==> src/rtl/flag_branch_stage_if.sv <==
// rtl/flag_branch_stage_if.sv - EX-side instruction bundle feeding the flag/branch stage
interface flag_branch_stage_if #(
  parameter int DW = 16
);
  logic          in_valid;
  logic [DW-1:0] in_result;
  logic          in_v;
  logic          in_n;
  logic          set_znv;
  logic          set_z;

  modport master (
    output in_valid, in_result, in_v, in_n, set_znv, set_z
  );

  modport slave (
    input  in_valid, in_result, in_v, in_n, set_znv, set_z
  );
endinterface

==> src/rtl/flag_branch_stage.sv <==
// rtl/flag_branch_stage.sv - EX->MEM register, Z/V/N flag owner, branch resolver, overflow counter
module flag_branch_stage #(
  parameter int DW     = 16,
  parameter int OVF_CW = 8
) (
  input  logic                  clk,
  input  logic                  rst_n,
  flag_branch_stage_if.slave    ex,
  input  logic                  stall,
  input  logic                  flush,
  input  logic                  br_req,
  input  logic [2:0]            br_ccc,
  input  logic                  ovf_clr,
  output logic                  out_valid,
  output logic [DW-1:0]         out_result,
  output logic                  flag_z,
  output logic                  flag_v,
  output logic                  flag_n,
  output logic                  br_done,
  output logic                  br_taken,
  output logic [OVF_CW-1:0]     ovf_cnt
);

  typedef enum logic [2:0] {
    CC_NEQ    = 3'b000,
    CC_EQ     = 3'b001,
    CC_GT     = 3'b010,
    CC_LT     = 3'b011,
    CC_GTE    = 3'b100,
    CC_LTE    = 3'b101,
    CC_OVFL   = 3'b110,
    CC_UNCOND = 3'b111
  } ccc_e;

  logic commit;
  logic br_go;
  logic res_zero;
  logic nz, nv, nn;
  logic take;
  logic ovf_inc;
  ccc_e ccc;

  assign commit   = ex.in_valid & ~stall & ~flush;
  assign br_go    = br_req & ~stall & ~flush;
  assign res_zero = (ex.in_result == '0);
  assign ovf_inc  = commit & ex.set_znv & ex.in_v;
  assign ccc      = ccc_e'(br_ccc);

  // Next-edge flag values, so a branch sharing the cycle with a flag-setter sees the update
  always_comb begin
    nz = flag_z;
    nv = flag_v;
    nn = flag_n;
    if (commit) begin
      if (ex.set_znv) begin
        nz = res_zero;
        nv = ex.in_v;
        nn = ex.in_n;
      end else if (ex.set_z) begin
        nz = res_zero;
      end
    end
  end

  always_comb begin
    take = 1'b0;
    case (ccc)
      CC_NEQ:    take = ~nz;
      CC_EQ:     take = nz;
      CC_GT:     take = ~nz & ~nn;
      CC_LT:     take = nn;
      CC_GTE:    take = nz | ~nn;
      CC_LTE:    take = nz | nn;
      CC_OVFL:   take = nv;
      CC_UNCOND: take = 1'b1;
      default:   take = 1'b0;
    endcase
  end

  always_ff @(posedge clk or negedge rst_n) begin
    if (!rst_n) begin
      out_valid  <= 1'b0;
      out_result <= '0;
    end else if (flush) begin
      out_valid  <= 1'b0;
    end else if (!stall) begin
      out_valid  <= ex.in_valid;
      if (ex.in_valid) begin
        out_result <= ex.in_result;
      end
    end
  end

  always_ff @(posedge clk or negedge rst_n) begin
    if (!rst_n) begin
      flag_z <= 1'b0;
      flag_v <= 1'b0;
      flag_n <= 1'b0;
    end else if (commit) begin
      flag_z <= nz;
      flag_v <= nv;
      flag_n <= nn;
    end
  end

  always_ff @(posedge clk or negedge rst_n) begin
    if (!rst_n) begin
      br_done  <= 1'b0;
      br_taken <= 1'b0;
    end else if (br_go) begin
      br_done  <= 1'b1;
      br_taken <= take;
    end else begin
      br_done  <= 1'b0;
    end
  end

  // Clear beats increment; counter sticks at all-ones rather than wrapping
  always_ff @(posedge clk or negedge rst_n) begin
    if (!rst_n) begin
      ovf_cnt <= '0;
    end else if (!stall) begin
      if (ovf_clr) begin
        ovf_cnt <= '0;
      end else if (ovf_inc && (ovf_cnt != '1)) begin
        ovf_cnt <= ovf_cnt + 1'b1;
      end
    end
  end

endmodule

==> src/flat_wrapper.sv <==
// flat-port wrapper written by rule: the top's interface ports become plain ports
module flag_branch_stage_flat 
#(
  parameter int DW     = 16,
  parameter int OVF_CW = 8
)
  (clk, rst_n, stall, flush, br_req, br_ccc, ovf_clr, out_valid, out_result, flag_z, flag_v, flag_n, br_done, br_taken, ovf_cnt, ex_in_valid, ex_in_result, ex_in_v, ex_in_n, ex_set_znv, ex_set_z);
  flag_branch_stage_if #(.DW(DW)) ex_i ();
  input  logic clk;
  input  logic rst_n;
  input  logic stall;
  input  logic flush;
  input  logic br_req;
  input  logic [2:0] br_ccc;
  input  logic ovf_clr;
  output logic out_valid;
  output logic [DW-1:0] out_result;
  output logic flag_z;
  output logic flag_v;
  output logic flag_n;
  output logic br_done;
  output logic br_taken;
  output logic [OVF_CW-1:0] ovf_cnt;
  input wire logic [$bits(ex_i.in_valid)-1:0] ex_in_valid;
  input wire logic [$bits(ex_i.in_result)-1:0] ex_in_result;
  input wire logic [$bits(ex_i.in_v)-1:0] ex_in_v;
  input wire logic [$bits(ex_i.in_n)-1:0] ex_in_n;
  input wire logic [$bits(ex_i.set_znv)-1:0] ex_set_znv;
  input wire logic [$bits(ex_i.set_z)-1:0] ex_set_z;
  assign ex_i.in_valid = ex_in_valid;
  assign ex_i.in_result = ex_in_result;
  assign ex_i.in_v = ex_in_v;
  assign ex_i.in_n = ex_in_n;
  assign ex_i.set_znv = ex_set_znv;
  assign ex_i.set_z = ex_set_z;
  flag_branch_stage #(.DW(DW), .OVF_CW(OVF_CW)) u_core (.clk(clk), .rst_n(rst_n), .ex(ex_i), .stall(stall), .flush(flush), .br_req(br_req), .br_ccc(br_ccc), .ovf_clr(ovf_clr), .out_valid(out_valid), .out_result(out_result), .flag_z(flag_z), .flag_v(flag_v), .flag_n(flag_n), .br_done(br_done), .br_taken(br_taken), .ovf_cnt(ovf_cnt));
endmodule
==> config.mk <==
export PLATFORM = sky130hd
export DESIGN_NAME = flag_branch_stage_flat
export DESIGN_NICKNAME = d
export VERILOG_FILES = /design/src/rtl/flag_branch_stage_if.sv /design/src/rtl/flag_branch_stage.sv /design/src/flat_wrapper.sv
export SDC_FILE = /design/constraint.sdc
export NUM_CORES = 1
export LEC_CHECK = 0
export ABC_AREA = 1
export CORE_UTILIZATION = 45
export CTS_BUF_LIST = sky130_fd_sc_hd__clkbuf_4
export CTS_CLUSTER_SIZE = 40
export DETAILED_ROUTE_END_ITERATION = 6
export GPL_ROUTABILITY_DRIVEN = 0
export PLACE_DENSITY_LB_ADDON = 0.1
export SETUP_SLACK_MARGIN = 0.5
export SLEW_MARGIN = 15
export SYNTH_ARGS = -nofsm -noshare
export SYNTH_HDL_FRONTEND = slang
export SYNTH_SLANG_ARGS = --single-unit
==> constraint.sdc <==
create_clock -name clk -period 1.7 [get_ports clk]
set_clock_uncertainty 0.05 [all_clocks]
set_input_delay 0.34 -clock clk [delete_from_list [all_inputs] [get_ports clk]]
set_output_delay 0.34 -clock clk [all_outputs]
set_load 0.01 [all_outputs]
# ---- Yosys cells after proc, flatten, opt, wreduce, memory -nomap -nowiden
# Cells that the tools add are included.
dict set report word_totals {
  reg_bits 30
  latch_bits 0
  mem_bits_rw 0
  mem_bits_ro 0
  output_inout_bits 30
  n_memories 0
}
dict set report classes {
  addsub 1
  mul 0
  div 0
  magnitude_cmp 0
  eq_ne 9
  n_shift 0
  n_mux 13
  bitwise_logic 13
  n_reduce_logical 6
}
# cell n
set ops {}
lappend ops {{$logic_not 16->1} 1}
lappend ops {{$mux 8} 2}
lappend ops {{$eq 3x3->1 const B} 4}
lappend ops {{$mux 1} 10}
lappend ops {{$add 8x1->8 const B} 1}
lappend ops {{$ne 8x8->1 const B} 1}
lappend ops {{$pmux 1 s8} 1}
lappend ops {{$and 1x1->1} 7}
lappend ops {{$eq 3x2->1 const B} 2}
lappend ops {{$not 1->1} 4}
lappend ops {{$eq 3x1->1 const B} 1}
lappend ops {{$logic_not 3->1} 1}
lappend ops {{$reduce_and 3->1} 1}
lappend ops {{$ne 2x1->1 const B} 1}
lappend ops {{$or 1x1->1} 2}
lappend ops {{$reduce_and 2->1} 1}
lappend ops {{$reduce_bool 2->1} 1}
lappend ops {{$logic_and 1x1->1} 1}

# ---- Logic depth before layout (Yosys ltp)
# Gate-level depths: netlist of run 1.
dict set report depth {
  ltp_word 8
  depth_mapped 10
}

# ---- Least setup slack after synthesis of run 1
# OpenSTA, ideal clock, no wires.
dict set report synth_timing {
  path_kind {register to register}
  start {register u_core.ovf_cnt[0]}
  end {register u_core.ovf_cnt[5]}
  setup_time_ps 74
  arrival_ps 1471
  t_required_ps 1576
  setup_slack_ps 105
  stages_incl_launch_ff 11
  cell_sequence {dfrtp_1 -> ha_1 -> nand2_1 -> inv_1 -> nand3_1 -> nor2_2 -> a21oi_2 -> o21ai_4 -> buf_8 -> nand2_1 -> o21ai_2}
}
dict set report synth_between {
  elab_chain_len 4
}
# element line_no
set synth_rtl {}
lappend synth_rtl {{start: declaration} flag_branch_stage.sv:21} ;# output logic [OVF_CW-1:0] ovf_cnt
lappend synth_rtl {{start signal: assignment} flag_branch_stage.sv:126} ;# ovf_cnt <= ovf_cnt + 1'b1;
lappend synth_rtl {{parallel branches: the longest is 4 deep, another holds $add 8x1->8} n/a}
# Parallel ways; which one is timed is not known. The select of a mux whose other input is x is not followed.
# A chain may end at the register's enable or synchronous reset.

# ---- Worst setup path after layout of run 1
dict set report layout_timing {
  start {register u_core.ovf_cnt[1]}
  end {register u_core.ovf_cnt[2]}
}
# Same word-level chain as after synthesis.

==> impl_metrics.tcl, run 1 <==
set metrics [dict create \
    p_total_mw 2.15 \
    fin_crit_ps 1580 \
    swShare_pct 27.0 \
    first_pass_iters 4 \
    slowest_stage "dfrtp_1" \
    clk_latency_ps 330 \
    drive_above_1_share_pct 38.4 \
    met3_usage_pct 6.28 \
    syn_nets 223 \
    max_stage_delay_ps 370 \
    rsz0062_at_grt "true" \
    core_um2 3130 \
    peakVddDrop_mv 0.554 \
    die_w_um 60.2 \
    synth.distinct_cells 27 \
    end_kind "register" \
    detail-route-antenna-nets 0 \
    place_ws_ps -275 \
    grt_use_met1_pct 30.1 \
    arrival_ps 1800 \
    cellPowerDensity_nw_per_um2 862 \
    critPathLaunchType "register" \
    cts.path.max_buffers 2 \
    power.leakage_nw 1.36 \
    vias 1625 \
    slew_headroom_pct 74.6 \
    fin_cells 338 \
    fmax_mhz 631 \
    htree_levels 2 \
    grt.busiest_layer "met2" \
    rows 20 \
    required_ps 1920 \
    p_switching_mw 0.581 \
    syn_area_um2 1520 \
    drcViolationCount 0 \
    crit_type "reg2reg" \
    syn_inst 192 \
    ys.flop_type "dfrtp_1" \
    io_buffers 59 \
    tns_ps 0 \
    p_seq_share_pct 39.7 \
    use_met2_pct 38.6 \
    synthArstFlopShare_pct 100 \
    detailed_place_hpwl_um 2580 \
    cts_root_buf "clkbuf_4" \
    cts_made_buffers 5 \
    wirelength_um 4300 \
    area_growth_pct 63.7 \
    slew_violations 0 \
    worst_pin_slew_ps 381 \
    synth.avg_cell_area_um2 7.93 \
    path_clk_slew_ps 100 \
    yosys_warnings 0 \
    grt_pass1_vias 1397 \
    fp.dieH_um 60.2 \
    via_per_inst 4.81 \
    drv_cap 0 \
    initialDrtViolationCount 109 \
    grt_usage_pct 23.8 \
    cts_sinks 30 \
    dp_cells 302 \
    worst_slack_ps 116 \
    crit_chain "ha_2 -> nand2_2 -> inv_2 -> nand3_2 -> nor2_2 -> a21oi_2 -> o21ai_4 -> buf_12 -> nand2_1 -> o21ai_2" \
    pwr-share-clk_pct 33.1 \
    io_pins 60 \
    grt_start_max_net_pins 31 \
    period_share_pct 93.2 \
    synth-seq-cells 30 \
    start_util_pct 48.7 \
    finalHoldViolCount 0 \
    layout_commonest_cell "nand2_1" \
    hold_buffers 0 \
    antenna_found_initial 0 \
    combPwrFrac_pct 27.2 \
    setup_viol 0 \
    mostFrequentLayoutCells "nand2_1 (80), buf_4 (31), dfrtp_1 (27), buf_2 (20), dlygate4sd2_1 (18)" \
    insertedDiodeCount 0 \
    hold_path_class "in2reg" \
    detail_route.wl_per_cell_um 12.7 \
    cts_tree "yes" \
    status "complete, no violations" \
    fin_nets 324 \
    grt_first_pass_wirelength_um 6160 \
    gr-total-overflow 0 \
    die_area_um2 3620 \
    synth_edf_count 0 \
    yosysSeqAreaShare_pct 49.3 \
    cp_max_fo 13 \
    internal-power_mw 1.57 \
]
-- area by class of cell --
type	count	area, um^2
inverters	15	61.3
multi-input cells	144	731
flip-flops and latches	30	754
clock buffers	5	37.5
well taps	44	55.1
clock inverters	3	63.8
repair buffers	97	790
fillers	212	636
-- cell families (layout without fill, tap and decap cells) --
group,after synthesis,count (layout),synth area share (%)
buf+inv,18,120,5.51
xor+xnor,2,2,1.15
simple gates,127,127,35.5
flops,30,30,49.3
fa+ha+maj,1,1,0.822
compound gates,14,14,7.72
-- worst max-delay path, delay by kind of cell, from the launching register on --
kind | cells | cell delay [ps]
AOI/OAI and AO/OA | 3 | 320
adders and majority gates | 1 | 190
buffers and inverters | 2 | 240
DFF | 1 | 370
and+or+nand+nor | 4 | 340
-- power groups by stage --
stage / logic (mW) / clock network, mW / registers [mW]
6_report: 0.584 / 0.711 / 0.853
5_1_grt: 0.640 / 0.757 / 0.862
4_1_cts: 0.527 / 0.720 / 0.847
3_5_place_dp: 0.531 / 0 / 0.864
3_3_place_gp: 0.527 / 0 / 0.863
2_1_floorplan: 0.160 / 0 / 0.910
-- synthesized netlist by cell type, types with 2 or more instances --
| cell type | count | share of area [%] |
|---|---|---|
| nand2_2 | 2 | 0.82 |
| or2_2 | 3 | 1.2 |
| dfrtp_1 | 30 | 49 |
| nand2_1 | 83 | 20 |
| o21ai_0 | 2 | 0.66 |
| nand3_1 | 12 | 3.9 |
| inv_1 | 13 | 3.2 |
| nor3_1 | 3 | 0.99 |
| xor2_1 | 2 | 1.2 |
| nor2_1 | 17 | 4.2 |
| o21ai_2 | 8 | 4.6 |
| clkbuf_1 | 2 | 0.49 |
-- final timing paths --
path | from | end | slack [ps] | cells after the start
setup / recovery | u_core.ovf_cnt[1]$_DFFE_PN0P_ | u_core.ovf_cnt[2]$_DFFE_PN0P_ | 120 | 10
hold / removal | flush | u_core.out_valid$_DFFE_PN0P_ | 260 | 4
setup reg to reg | u_core.ovf_cnt[1]$_DFFE_PN0P_ | u_core.ovf_cnt[2]$_DFFE_PN0P_ | 120 | 10
hold reg to reg | u_core.out_result[8]$_DFFE_PN0P_ | u_core.out_result[8]$_DFFE_PN0P_ | 430 | 2
max in group asynchronous | rst_n | u_core.ovf_cnt[5]$_DFFE_PN0P_ | 960 | 2
min in group asynchronous | rst_n | u_core.out_result[1]$_DFFE_PN0P_ | 330 | 2
-- flip-flops by register name, indices dropped and copies added (netlist names) --
| register | cells |
|---|---|
| u_core.ovf_cnt | 8 |
| u_core.out_result | 16 |
| u_core.br_done | 1 |
| u_core.flag_v | 1 |
| u_core.br_taken | 1 |
| u_core.out_valid | 1 |
| u_core.flag_n | 1 |
| u_core.flag_z | 1 |
-- per-stage QoR --
stage | hold slack, ps | util, % | instance area (um^2)
3_3_place_gp | 404 | 71.4 | 2230
4_1_cts | 278 | 76.4 | 2390
5_1_grt | 271 | 79.7 | 2490
3_5_place_dp | 412 | 71.4 | 2230
2_1_floorplan | -5.59 | - | 1540
6_report | 264 | 79.7 | 2490
-- repair_timing --
item	4_1_cts	5_1_grt
cloned	0	0
setup buffers	20	8
setup endpoints to repair	58	40
pin swaps	20	7
gates resized for setup	151	20
-- per-layer routing --
metal  wire length, um  up-vias
met5                 0        -
met4               126        0
met3               271       16
met2              2090       64
met1              1820      747
li1                  -      798
Note: power is estimated with default switching activity, not from simulation.
==> run 2: changes to the inputs <==
--- a/config.mk
+++ b/config.mk
@@ -6,8 +6,7 @@
 export NUM_CORES = 1
 export LEC_CHECK = 0
 export ABC_AREA = 1
-export CORE_UTILIZATION = 45
-export CTS_BUF_LIST = sky130_fd_sc_hd__clkbuf_4
+export CORE_UTILIZATION = 43
 export CTS_CLUSTER_SIZE = 40
 export DETAILED_ROUTE_END_ITERATION = 6
 export GPL_ROUTABILITY_DRIVEN = 0
==> constraint.sdc (replaced) <==
create_clock -name clk -period 1.5 [get_ports clk]
set_clock_uncertainty 0.05 [all_clocks]
set_input_delay 0.3 -clock clk [delete_from_list [all_inputs] [get_ports clk]]
set_output_delay 0.3 -clock clk [all_outputs]
set_load 0.01 [all_outputs]
==> run 2 against run 1 <==
The flow now finishes with violations (setup timing). Non-clock buffer count rose by 10. Largest power group unchanged. First-iteration DRC count down 14%. Critical path depth down 3. Design area up 5.9%. Sequential cell count is the same. Sequential power is 13% higher. Wire length increased by 7.5%. Largest cell class unchanged. Setup slack lost 180 ps. Hold slack worse by 33 ps.
==> impl_metrics.tcl, run 2 (synthesis results as in run 1) <==
set metrics [dict create \
    first_pass_iters 4 \
    largest_reg_flops 16 \
    htree_levels 2 \
    rsz0062_at_grt "true" \
    mostFrequentLayoutCells "nand2_1 (77), buf_4 (38), dfrtp_1 (30), buf_2 (22), buf_6 (17)" \
    pwr-share-clk_pct 29.1 \
    crit_top_cell "buf_4" \
    swShare_pct 28.6 \
    p_switching_mw 0.675 \
    drv_cap 0 \
    cellPowerDensity_nw_per_um2 894 \
    cp_max_fo 2 \
    regMostFlops "u_core.out_result" \
    core_um2 3360 \
    worst_pin_slew_ps 229 \
    cts_root_buf "clkbuf_4" \
    p_seq_share_pct 41.0 \
    setup_viol 9 \
    fillers 272 \
    dpl_cell_area_um2 2350 \
    multi_input_area_um2 776 \
    antenna_found_initial 0 \
    grt_pass1_vias 1490 \
    io_pins 60 \
    end_kind "register" \
    area_growth_pct 73.3 \
    detail_route.wl_per_cell_um 13.3 \
    via_per_inst 4.76 \
    detailed_place_hpwl_um 2810 \
    grt_first_pass_wirelength_um 6590 \
    finalHoldViolCount 0 \
    crit_chain "ha_2 -> buf_4 -> buf_4 -> nand3_1 -> xor2_1 -> or2_2 -> o21ai_2" \
    vias 1662 \
    min_path_cells 3 \
    r2r_cells 7 \
    start_util_pct 45.3 \
    fin_area_um2 2640 \
    cts.path.max_buffers 2 \
    r2r_slack_ps -60 \
    rows 21 \
    initialDrtViolationCount 94 \
    fin_nets 334 \
    min_to "u_core.out_result[8]$_DFFE_PN0P_" \
    worst-path-buf-inv 2 \
    tns_ps -385 \
    die_w_um 61.5 \
    hold_path_startpoint "ex_in_result[8]" \
    detail-route-antenna-nets 0 \
    largest_registers "u_core.out_result x16, u_core.ovf_cnt x8" \
    power.leakage_nw 1.42 \
    seq_area_um2 751 \
    insertedDiodeCount 0 \
    arrival_ps 1790 \
    cts_made_buffers 5 \
    gr-total-overflow 0 \
    cts_sinks 30 \
    violations "setup timing" \
    dp_cells 317 \
    fin_cells 349 \
    max_stage_delay_ps 400 \
    grt_start_max_net_pins 31 \
    path_clk_slew_ps 100 \
    worst_hold_slack_ps 230 \
    cts_tree "yes" \
    slowest_stage "dfrtp_1" \
    io_buffers 59 \
    hold_buffers 0 \
    r2r-end "u_core.ovf_cnt[4]$_DFFE_PN0P_" \
    layout_commonest_cell "nand2_1" \
    internal-power_mw 1.68 \
    hold_path_class "in2reg" \
    status "complete, but fails checks" \
    wirelength_um 4630 \
    combPwrFrac_pct 30.0 \
    fp.dieH_um 61.5 \
    worst_slack_ps -60.4 \
    critPathLaunchType "register" \
    peakVddDrop_mv 0.726 \
    r2r-start "u_core.ovf_cnt[1]$_DFFE_PN0P_" \
    drcViolationCount 0 \
    clk_latency_ps 340 \
    period_share_pct 104 \
    place_ws_ps -445 \
    die_area_um2 3780 \
    drive_above_1_share_pct 42.6 \
    required_ps 1730 \
    fmax_mhz 641 \
    slew_violations 0 \
    critPathTopFamily "flip-flops" \
    fin_crit_ps 1560 \
    slew_headroom_pct 84.6 \
    grt_usage_pct 24.6 \
    crit_type "reg2reg" \
]
==> run 2: cell types whose count changed in the layout (fill, tap and decap cells not counted), sizes merged <==
cell           change
bufinv             -1
clkdlybuf4s15      +9
buf               +12
clkinv             -1
clkdlybuf4s50      -1
dlygate4sd2        -9
==> run 2: area by class of cell <==
class                      instances  area share, %
multi-input combinational        144           29.4
timing repair buffer             107           34.6
clock buffer                       6           1.94
sequential                        30           28.4
clock inverter                     1           1.14
inverter                          15           2.32
tap                               46           2.18
==> run 2: metal layers <==
layer	share of wire (%)	vias up	global-route usage, %
met5	0	-	0
met4	2.1	0	13.3
met3	5.3	11	4.83
met2	50	49	40.1
met1	43	780	30.6
li1	-	822	-
==> run 2: power by group through the flow <==
stage / clock, mW / sequential [mW] / combinational [mW]
global route: 0.734 / 0.979 / 0.772
global placement: 0 / 0.976 / 0.625
CTS: 0.690 / 0.961 / 0.612
detailed placement: 0 / 0.979 / 0.635
finish: 0.685 / 0.966 / 0.706
floorplan: 0 / 1.03 / 0.182
==> run 2: worst max-delay path by stage <==
| stage | cells after the start | end | slack [ps] | from |
|---|---|---|---|---|
| finish | 7 | u_core.ovf_cnt[4]$_DFFE_PN0P_ | -60 | u_core.ovf_cnt[1]$_DFFE_PN0P_ |
| global route | 7 | u_core.ovf_cnt[4]$_DFFE_PN0P_ | -150 | u_core.ovf_cnt[1]$_DFFE_PN0P_ |
| CTS | 10 | u_core.ovf_cnt[2]$_DFFE_PN0P_ | -30 | u_core.ovf_cnt[0]$_DFFE_PN0P_ |
| detailed placement | 9 | u_core.ovf_cnt[4]$_DFFE_PN0P_ | -450 | flush |
| global placement | 9 | u_core.ovf_cnt[3]$_DFFE_PN0P_ | -370 | flush |
| floorplan | 10 | u_core.ovf_cnt[5]$_DFFE_PN0P_ | -90 | u_core.ovf_cnt[1]$_DFFE_PN0P_ |
==> run 2: through the flow <==
stage                     utilization, %  total power, mW
after floorplan                        -             1.21
after global placement              69.8             1.60
after detailed placement            69.8             1.61
after CTS                           73.4             2.26
after global routing                78.5             2.48
final                               78.5             2.36
==> run 2: repair_timing <==
item | CTS | global route
setup endpoints to repair | 60 | 41
resized for setup | 171 | 25
pin swaps | 24 | 11
cloned | 0 | 1
setup buffers | 15 | 9
==> run 2: worst reg2reg max path, delay by kind of cell, from the launching register on <==
| family | cells | cell delay (ps) |
|---|---|---|
| AND/OR/NAND/NOR | 2 | 400 |
| AO/OA/AOI/OAI | 1 | 120 |
| adder cells (fa/ha/maj) | 1 | 200 |
| flip-flops | 1 | 400 |
| buffers and inverters | 2 | 250 |
| XOR/XNOR | 1 | 100 |
